--- src/rtl/uart_alu_engine.sv ---
// uart_alu_engine: byte-framed MIPS R-type ALU behind a UART rx/tx byte interface.
// A frame is funct, then NB bytes of A, then NB bytes of B (both LSB first).
// The reply is a status byte, followed by NB result bytes LSB first for good functs.
module uart_alu_engine #(
    parameter int WIDTH   = 8,
    parameter int TIMEOUT = 50000000
) (
    input  logic       clk,
    input  logic       reset_n,
    input  logic [7:0] rx_data,
    input  logic       rx_valid,
    output logic [7:0] tx_data,
    output logic       tx_valid,
    input  logic       tx_ready,
    output logic [7:0] led,
    output logic       busy,
    output logic       err_funct,
    output logic       err_timeout,
    output logic       overrun
);

    localparam int          NB        = WIDTH / 8;
    localparam int          SHW       = $clog2(WIDTH);
    localparam logic [2:0]  LAST_BYTE = 3'(NB - 1);
    localparam logic [31:0] TMO_LAST  = (TIMEOUT > 0) ? 32'(TIMEOUT - 1) : 32'd0;

    typedef enum logic [2:0] {
        IDLE    = 3'd0,
        RX_A    = 3'd1,
        RX_B    = 3'd2,
        EXEC    = 3'd3,
        TX_STAT = 3'd4,
        TX_RES  = 3'd5
    } state_t;

    state_t             state;
    logic [7:0]         funct;
    logic [WIDTH-1:0]   op_a;
    logic [WIDTH-1:0]   op_b;
    logic [WIDTH-1:0]   tx_shift;
    logic               frame_bad;
    logic [2:0]         byte_cnt;
    logic [31:0]        tmo_cnt;
    logic               tmo_fire;
    logic [WIDTH:0]     alu_out;

    // Shift a new byte in at the top so the first (least significant) byte ends at bit 0.
    function automatic logic [WIDTH-1:0] shift_in(input logic [WIDTH-1:0] cur,
                                                  input logic [7:0] b);
        logic [WIDTH+7:0] tmp;
        tmp = {b, cur};
        return tmp[WIDTH+7:8];
    endfunction

    // Returns {supported, result}; unsupported functs yield a zero result.
    function automatic logic [WIDTH:0] alu_exec(input logic [7:0] f,
                                                input logic [WIDTH-1:0] x,
                                                input logic [WIDTH-1:0] y);
        logic signed [WIDTH-1:0] xs;
        logic signed [WIDTH-1:0] ys;
        logic [SHW-1:0]          sh;
        logic [WIDTH-1:0]        r;
        logic                    ok;
        xs = x;
        ys = y;
        sh = y[SHW-1:0];
        r  = '0;
        ok = 1'b1;
        case (f)
            8'd32:   r = x + y;
            8'd34:   r = x - y;
            8'd36:   r = x & y;
            8'd37:   r = x | y;
            8'd38:   r = x ^ y;
            8'd39:   r = ~(x | y);
            8'd42:   r = {{(WIDTH-1){1'b0}}, (xs < ys)};
            8'd43:   r = {{(WIDTH-1){1'b0}}, (x < y)};
            8'd0:    r = x << sh;
            8'd2:    r = x >> sh;
            8'd3:    r = xs >>> sh;
            default: begin
                r  = '0;
                ok = 1'b0;
            end
        endcase
        return {ok, r};
    endfunction

    assign alu_out  = alu_exec(funct, op_a, op_b);
    assign tmo_fire = (TIMEOUT > 0) && (tmo_cnt == TMO_LAST);
    assign busy     = (state != IDLE);

    // Frame FSM: receive, execute, transmit; all outputs registered here.
    always_ff @(posedge clk or negedge reset_n) begin
        if (!reset_n) begin
            state       <= IDLE;
            funct       <= '0;
            op_a        <= '0;
            op_b        <= '0;
            tx_shift    <= '0;
            frame_bad   <= 1'b0;
            byte_cnt    <= '0;
            tmo_cnt     <= '0;
            tx_data     <= '0;
            tx_valid    <= 1'b0;
            led         <= '0;
            err_funct   <= 1'b0;
            err_timeout <= 1'b0;
            overrun     <= 1'b0;
        end else begin
            case (state)
                IDLE: begin
                    if (rx_valid) begin
                        funct    <= rx_data;
                        byte_cnt <= '0;
                        tmo_cnt  <= '0;
                        state    <= RX_A;
                    end
                end
                RX_A: begin
                    if (tmo_fire) begin
                        err_timeout <= 1'b1;
                        state       <= IDLE;
                    end else if (rx_valid) begin
                        op_a    <= shift_in(op_a, rx_data);
                        tmo_cnt <= '0;
                        if (byte_cnt == LAST_BYTE) begin
                            byte_cnt <= '0;
                            state    <= RX_B;
                        end else begin
                            byte_cnt <= byte_cnt + 3'd1;
                        end
                    end else begin
                        tmo_cnt <= tmo_cnt + 32'd1;
                    end
                end
                RX_B: begin
                    if (tmo_fire) begin
                        err_timeout <= 1'b1;
                        state       <= IDLE;
                    end else if (rx_valid) begin
                        op_b    <= shift_in(op_b, rx_data);
                        tmo_cnt <= '0;
                        if (byte_cnt == LAST_BYTE) begin
                            byte_cnt <= '0;
                            state    <= EXEC;
                        end else begin
                            byte_cnt <= byte_cnt + 3'd1;
                        end
                    end else begin
                        tmo_cnt <= tmo_cnt + 32'd1;
                    end
                end
                EXEC: begin
                    if (rx_valid) overrun <= 1'b1;
                    tx_shift    <= alu_out[WIDTH-1:0];
                    frame_bad   <= ~alu_out[WIDTH];
                    err_funct   <= ~alu_out[WIDTH];
                    err_timeout <= 1'b0;
                    if (alu_out[WIDTH]) led <= alu_out[7:0];
                    tx_data     <= alu_out[WIDTH] ? 8'h00 : 8'hFF;
                    tx_valid    <= 1'b1;
                    state       <= TX_STAT;
                end
                TX_STAT: begin
                    if (rx_valid) overrun <= 1'b1;
                    if (tx_ready) begin
                        if (frame_bad) begin
                            tx_valid <= 1'b0;
                            state    <= IDLE;
                        end else begin
                            tx_data  <= tx_shift[7:0];
                            tx_shift <= tx_shift >> 8;
                            byte_cnt <= '0;
                            state    <= TX_RES;
                        end
                    end
                end
                TX_RES: begin
                    if (rx_valid) overrun <= 1'b1;
                    if (tx_ready) begin
                        if (byte_cnt == LAST_BYTE) begin
                            tx_valid <= 1'b0;
                            byte_cnt <= '0;
                            state    <= IDLE;
                        end else begin
                            tx_data  <= tx_shift[7:0];
                            tx_shift <= tx_shift >> 8;
                            byte_cnt <= byte_cnt + 3'd1;
                        end
                    end
                end
                default: begin
                    tx_valid <= 1'b0;
                    state    <= IDLE;
                end
            endcase
        end
    end

endmodule

--- config.mk ---
export PLATFORM = sky130hd
export DESIGN_NAME = uart_alu_engine
export DESIGN_NICKNAME = d
export VERILOG_FILES = /design/src/rtl/uart_alu_engine.sv
export SDC_FILE = /design/constraint.sdc
export NUM_CORES = 1
export LEC_CHECK = 0
export CORE_ASPECT_RATIO = 0.75
export CORE_MARGIN = 10
export CORE_UTILIZATION = 25
export DETAILED_ROUTE_END_ITERATION = 10
export HOLD_SLACK_MARGIN = 0.1
export PLACE_DENSITY = 0.43
export SLEW_MARGIN = 20
export SYNTH_ARGS = -nofsm -noshare
export SYNTH_HDL_FRONTEND = slang
export SYNTH_SLANG_ARGS = --single-unit
--- constraint.sdc ---
create_clock -name clk -period 5.8 [get_ports clk]
set_clock_uncertainty 0.1 [all_clocks]
set_input_delay 1.16 -clock clk [delete_from_list [all_inputs] [get_ports clk]]
set_output_delay 1.16 -clock clk [all_outputs]
set_load 0.1 [all_outputs]
**Word-level counts from Yosys, hierarchy flattened**

Index checks and enable logic that the tools add are counted.

- Register bits: 90
- Input port bits: 12
- Word-level logic and storage cells: 126
- Output and inout bits: 21

- Shifts and indexed selects: 3
- Equal/unequal tests: 30
- Muxes and demuxes: 44
- Bitwise gates (word level): 7
- Magnitude comparators: 2
- Reductions and logical operators: 23
- Add/subtract/negate cells: 4

Operators by type and width:

| kind | count |
|---|---|
| 32-bit two-way mux | 3 |
| 8-bit one-hot mux with 11 select lines | 1 |
| 8-bit two-way mux | 9 |
| 8-bit by 6-bit == test with 1-bit output (second input constant) | 8 |
| 32-bit one-hot mux with 2 select lines | 1 |
| 3-bit two-way mux | 18 |
| 8-bit one-hot mux with 3 select lines | 2 |
| 32-bit by 1-bit adder with 32-bit output (second input constant) | 1 |
| 32-bit by 26-bit == test with 1-bit output (second input constant) | 1 |
| 3-bit one-hot mux with 6 select lines | 1 |
| 8-bit by 2-bit == test with 1-bit output (second input constant) | 2 |
| 8-bit < comparator | 2 |
| 2-bit inequality test (second input constant) | 8 |
| 3-bit inequality test (second input constant) | 4 |
| 3-bit one-hot mux with 4 select lines | 1 |
| 11-bit OR reduction | 1 |
| 5-bit AND reduction | 2 |
| 3-bit AND reduction | 3 |
| 8-bit adder | 1 |
| 8-bit AND | 1 |
| 8-bit logical NOT | 1 |
| 8-bit inverter | 1 |
| 8-bit bitwise OR | 1 |
| 2-bit AND reduction | 4 |
| 22 further kinds | 36 |

**Depth between registers and ports, before layout**

- Depth after elaboration: 5
- Gate-level depth with buffers: 10
- Depth with buffers taken out: 9

**Worst setup path before layout**

No wires, ideal clock.

- Path type: register to output
- Start point: reg state[2]
- End point: out busy
- Path buffers: 2
- Stages on the path, launching flop included: 4
- Setup slack: 2,955 ps
- Data arrival time: 1,585 ps
- Data required time: 4,540 ps
- Path through: dfrtp_1 clkbuf_1 clkbuf_1 or3_1

- Longest elaborated chain between the ends: 1

Ends and longest elaborated chain:

| item | line | RTL |
|---|---|---|
| start: declaration | 36 | `state_t state;` |
| start signal: assignment | 96 | `state <= IDLE;` |
| start signal: assignment | 117 | `state <= RX_A;` |
| start signal: assignment | 123 | `state <= IDLE;` |
| 3-bit nonzero test | 91 | `assign busy = (state != IDLE);` |
| end: declaration | 16 | `output logic busy,` |

Every way passes these cells.

**Worst setup path in the final report**

Same ends and word-level chain as after synthesis.

==> results by group <==
Status
  – Status: finished clean

Floorplan
  – Core Area: 23900 sq um
  – Initial Util: 25.4%
  – Die footprint: 30900 sq um
  – I/O pins: 33
  – DIE HEIGHT: 155 microns
  – Row count: 49
  – DIE WIDTH: 200 microns

Hold path
  – Min-delay worst type: flop to flop
  – Hold_sp: overrun

Detailed routing
  – Vias: 5192
  – Wirelength per Cell: 18.0 microns
  – DR pass1 iterations: 5
  – Detailed Route WL: 18.6 mm
  – Initial DRC count: 414
  – Post-route ant nets: 0
  – Post-route DRC: 0
  – Vias/cell: 5.03

GRT
  – Largest net degree at the start of global routing: 55
  – Global routing's busiest layer: met1
  – Antenna violations before repair: 0
  – Grt ovf: 0
  – Vias in the first global route: 4853
  – Met3 usage in global routing: 2.11%
  – GRT Total Usage: 12.2%
  – GR Layer Usage met1: 20.3%
  – First-pass GRT wire length: 29.7 mm
  – Met2 Track Usage GR: 15.1%

Timing
  – Crit share post-route: 62.9%
  – Worst hold slack: 0.371 ns
  – F_max: 0.274 GHz
  – Final Setup Violations: 0
  – RSZ-0062 raised after global routing: false
  – Max Slew Vio Count: 0
  – Final Hold Fails: 0
  – Minimum clock period: 3.65 ns
  – Setup TNS: 0 ns
  – Slew HR: 30.6%
  – Slew @ Worst Pin: 1.01 ns

Cells and area
  – Fillcell total: 2575
  – N_diodes: 0
  – Area growth syn-to-layout: 16.2%
  – Storage cell area: 2250 sq um
  – # nets final: 765
  – Fraction of layout cells with a size suffix above 1: 6.46%
  – Multi-input gate area: 3590 sq um

Job
  – Max-cap check violation count: 0

Setup path
  – CP cell instances: or3_1 -> clkdlybuf4s50_1
  – Critical Path Fanout Max: 19
  – Worst r2r src: op_b[2]
  – Slowest cell on the critical path: clkdlybuf4s50_1
  – Worst Setup Start Kind: flop
  – Crit path required time: 4.54 ns
  – WP data arrival: 2.39 ns
  – Crit path launch: state[2]
  – CP max stage delay: 1.13 ns
  – Crit. End Element: primary output
  – Critical path class: flop to primary output

Synth
  – YS warnings: 0
  – Register area share after synthesis: 37.2%
  – Async SR Flop Fraction: 100%
  – Mapped Cells: 707
  – Area leader, netlist: dfrtp_1
  – Post-synth cell types: 69
  – Syn Nets: 749
  – Top post-synthesis cells by area: dfrtp_1 37%, ha_1 5.8%, o21ai_0 5.7%
  – Flops & latches, synth: 90
  – Post-Syn Area: 6060 sq um
  – Syn Area/Cell: 8.57 sq um
  – Most used DFF post-synth: dfrtp_1
  – Share of the synthesized area in the top cell type: 37.2%
  – Number of enable flip-flop cells after synthesis: 0

Clock tree
  – Clk_lat worst skew: 0.35 ns
  – CTS buffer count: 9
  – Post-CTS setup buffers: 0
  – Clock sink count: 90
  – Reg clk slew, reported paths: 0.06 ns
  – H-Tree Depth: 3
  – CTS tree: done
  – Root Driver: clkbuf_16
  – Worst-case clock buffer depth: 2
  – Hold-fix buffers at CTS: 0
  – Post_cts resized: 0

Pwr
  – VDD IR max: 0.000239 V
  – P_leak: 2.98 nW
  – Pwr/cell area: 570 nW/um^2

Placement
  – PortBufs: 32
  – RePlAce Congestion: 0.898
  – DP HPWL: 13.7 mm
-- layer usage --
metal | vias up | wire length (microns)
met4 | 0 | 150
met3 | 9 | 1050
met1 | 2480 | 10600
met2 | 121 | 6860
met5 | - | 0
li1 | 2582 | -
-- final cells by class --
class	instances	share of cell area (%)
Timing Repair Buffer	41	5.47
Clock buffer	11	3.59
Tap cell	306	5.44
Inverter	28	1.49
Multi-Input combinational cell	553	51.0
Sequential cell	90	32.0
Clock inverter	4	1.05
-- Yosys cell counts, drive strengths merged, types with 7 or more instances --
library cell,number
ha,28
a21oi,35
dfrtp,90
clkbuf,25
o31ai,11
inv,27
a21o,14
nor3,12
nor2b,13
xor2,21
nand4,12
a211oi,20
mux2i,8
nand3b,7
nand2,84
buf,11
nand3,13
o21ai,77
nand2b,19
nor2,58
and3,8
or3,11
a31oi,12
-- sequential cells by signal, summed over array words and instances, names as in the netlist --
register and cells:
tmo_cnt 32, led 8, err_timeout 1, tx_valid 1, op_a 8, tx_data 8
state 3, op_b 8, frame_bad 1, byte_cnt 3, funct 8, tx_shift 8
overrun 1
-- worst paths after layout --
check / end / slack (ns) / cells past startpoint
worst max-delay path: busy / 2.15 / 2
worst min-delay path: overrun / 0.37 / 1
worst max register to register: led[5] / 2.51 / 7
worst min register to register: overrun / 0.37 / 1
max in group asynchronous: byte_cnt[2] / 3.82 / 2
min in group asynchronous: op_a[3] / 0.66 / 1
-- placed cells by master, fill, tap and decap left out, types with 13 or more instances in the layout --
cell type,netlist,final
dfrtp_1,90,90
nand2_1,84,84
o21ai_0,69,69
nor2_1,58,58
a21oi_1,35,35
clkdlybuf4s50_1,0,31
ha_1,28,28
inv_1,27,27
xor2_1,21,21
a211oi_1,20,20
nand2b_1,19,19
a21o_1,14,14
nor2b_1,13,13
-- metrics by stage --
stage | area [sq um] | util (%) | instances | setup slack (ns) | power [mW]
3_5_place_dp | 6700 | 28.0 | 1018 | 2.15 | 3.35
3_3_place_gp | 6700 | 28.0 | 1018 | 2.14 | 3.36
5_1_grt | 7040 | 29.5 | 1033 | 2.04 | 4.32
4_1_cts | 7030 | 29.4 | 1033 | 2.13 | 4.03
2_1_floorplan | 6060 | - | 707 | 2.96 | 2.72
6_report | 7040 | 29.5 | 1033 | 2.15 | 4.01
-- report_power, final --
part,total (mW),internal [mW],switching (mW),leakage (nW)
Clock,0.661,0.400,0.261,0.162
Sequential,1.03,0.785,0.250,1.18
Combinational,2.32,0.782,1.53,1.64
Total,4.01,1.97,2.04,2.98
-- logic make-up (layout without fill, tap and decap cells) --
| kind of cell | Yosys count | in the layout | share of synthesized area [%] |
|---|---|---|---|
| AO/OA/AOI/OAI | 220 | 220 | 23.0 |
| XOR/XNOR | 25 | 25 | 3.61 |
| adder cells (fa/ha/maj) | 30 | 30 | 6.44 |
| buffers and inverters | 64 | 84 | 4.19 |
| flip-flops | 90 | 90 | 37.2 |
| multiplexers | 17 | 17 | 4.11 |
| AND/OR/NAND/NOR | 261 | 261 | 21.5 |
-- critical path: cells and delay by family (launching register included) --
kind / cells / cell delay (ns)
buffers and inverters: 1 / 1.13
flip-flops: 1 / 0.70
AND/OR/NAND/NOR: 1 / 0.21
Note: power is estimated with default switching activity, not from simulation.
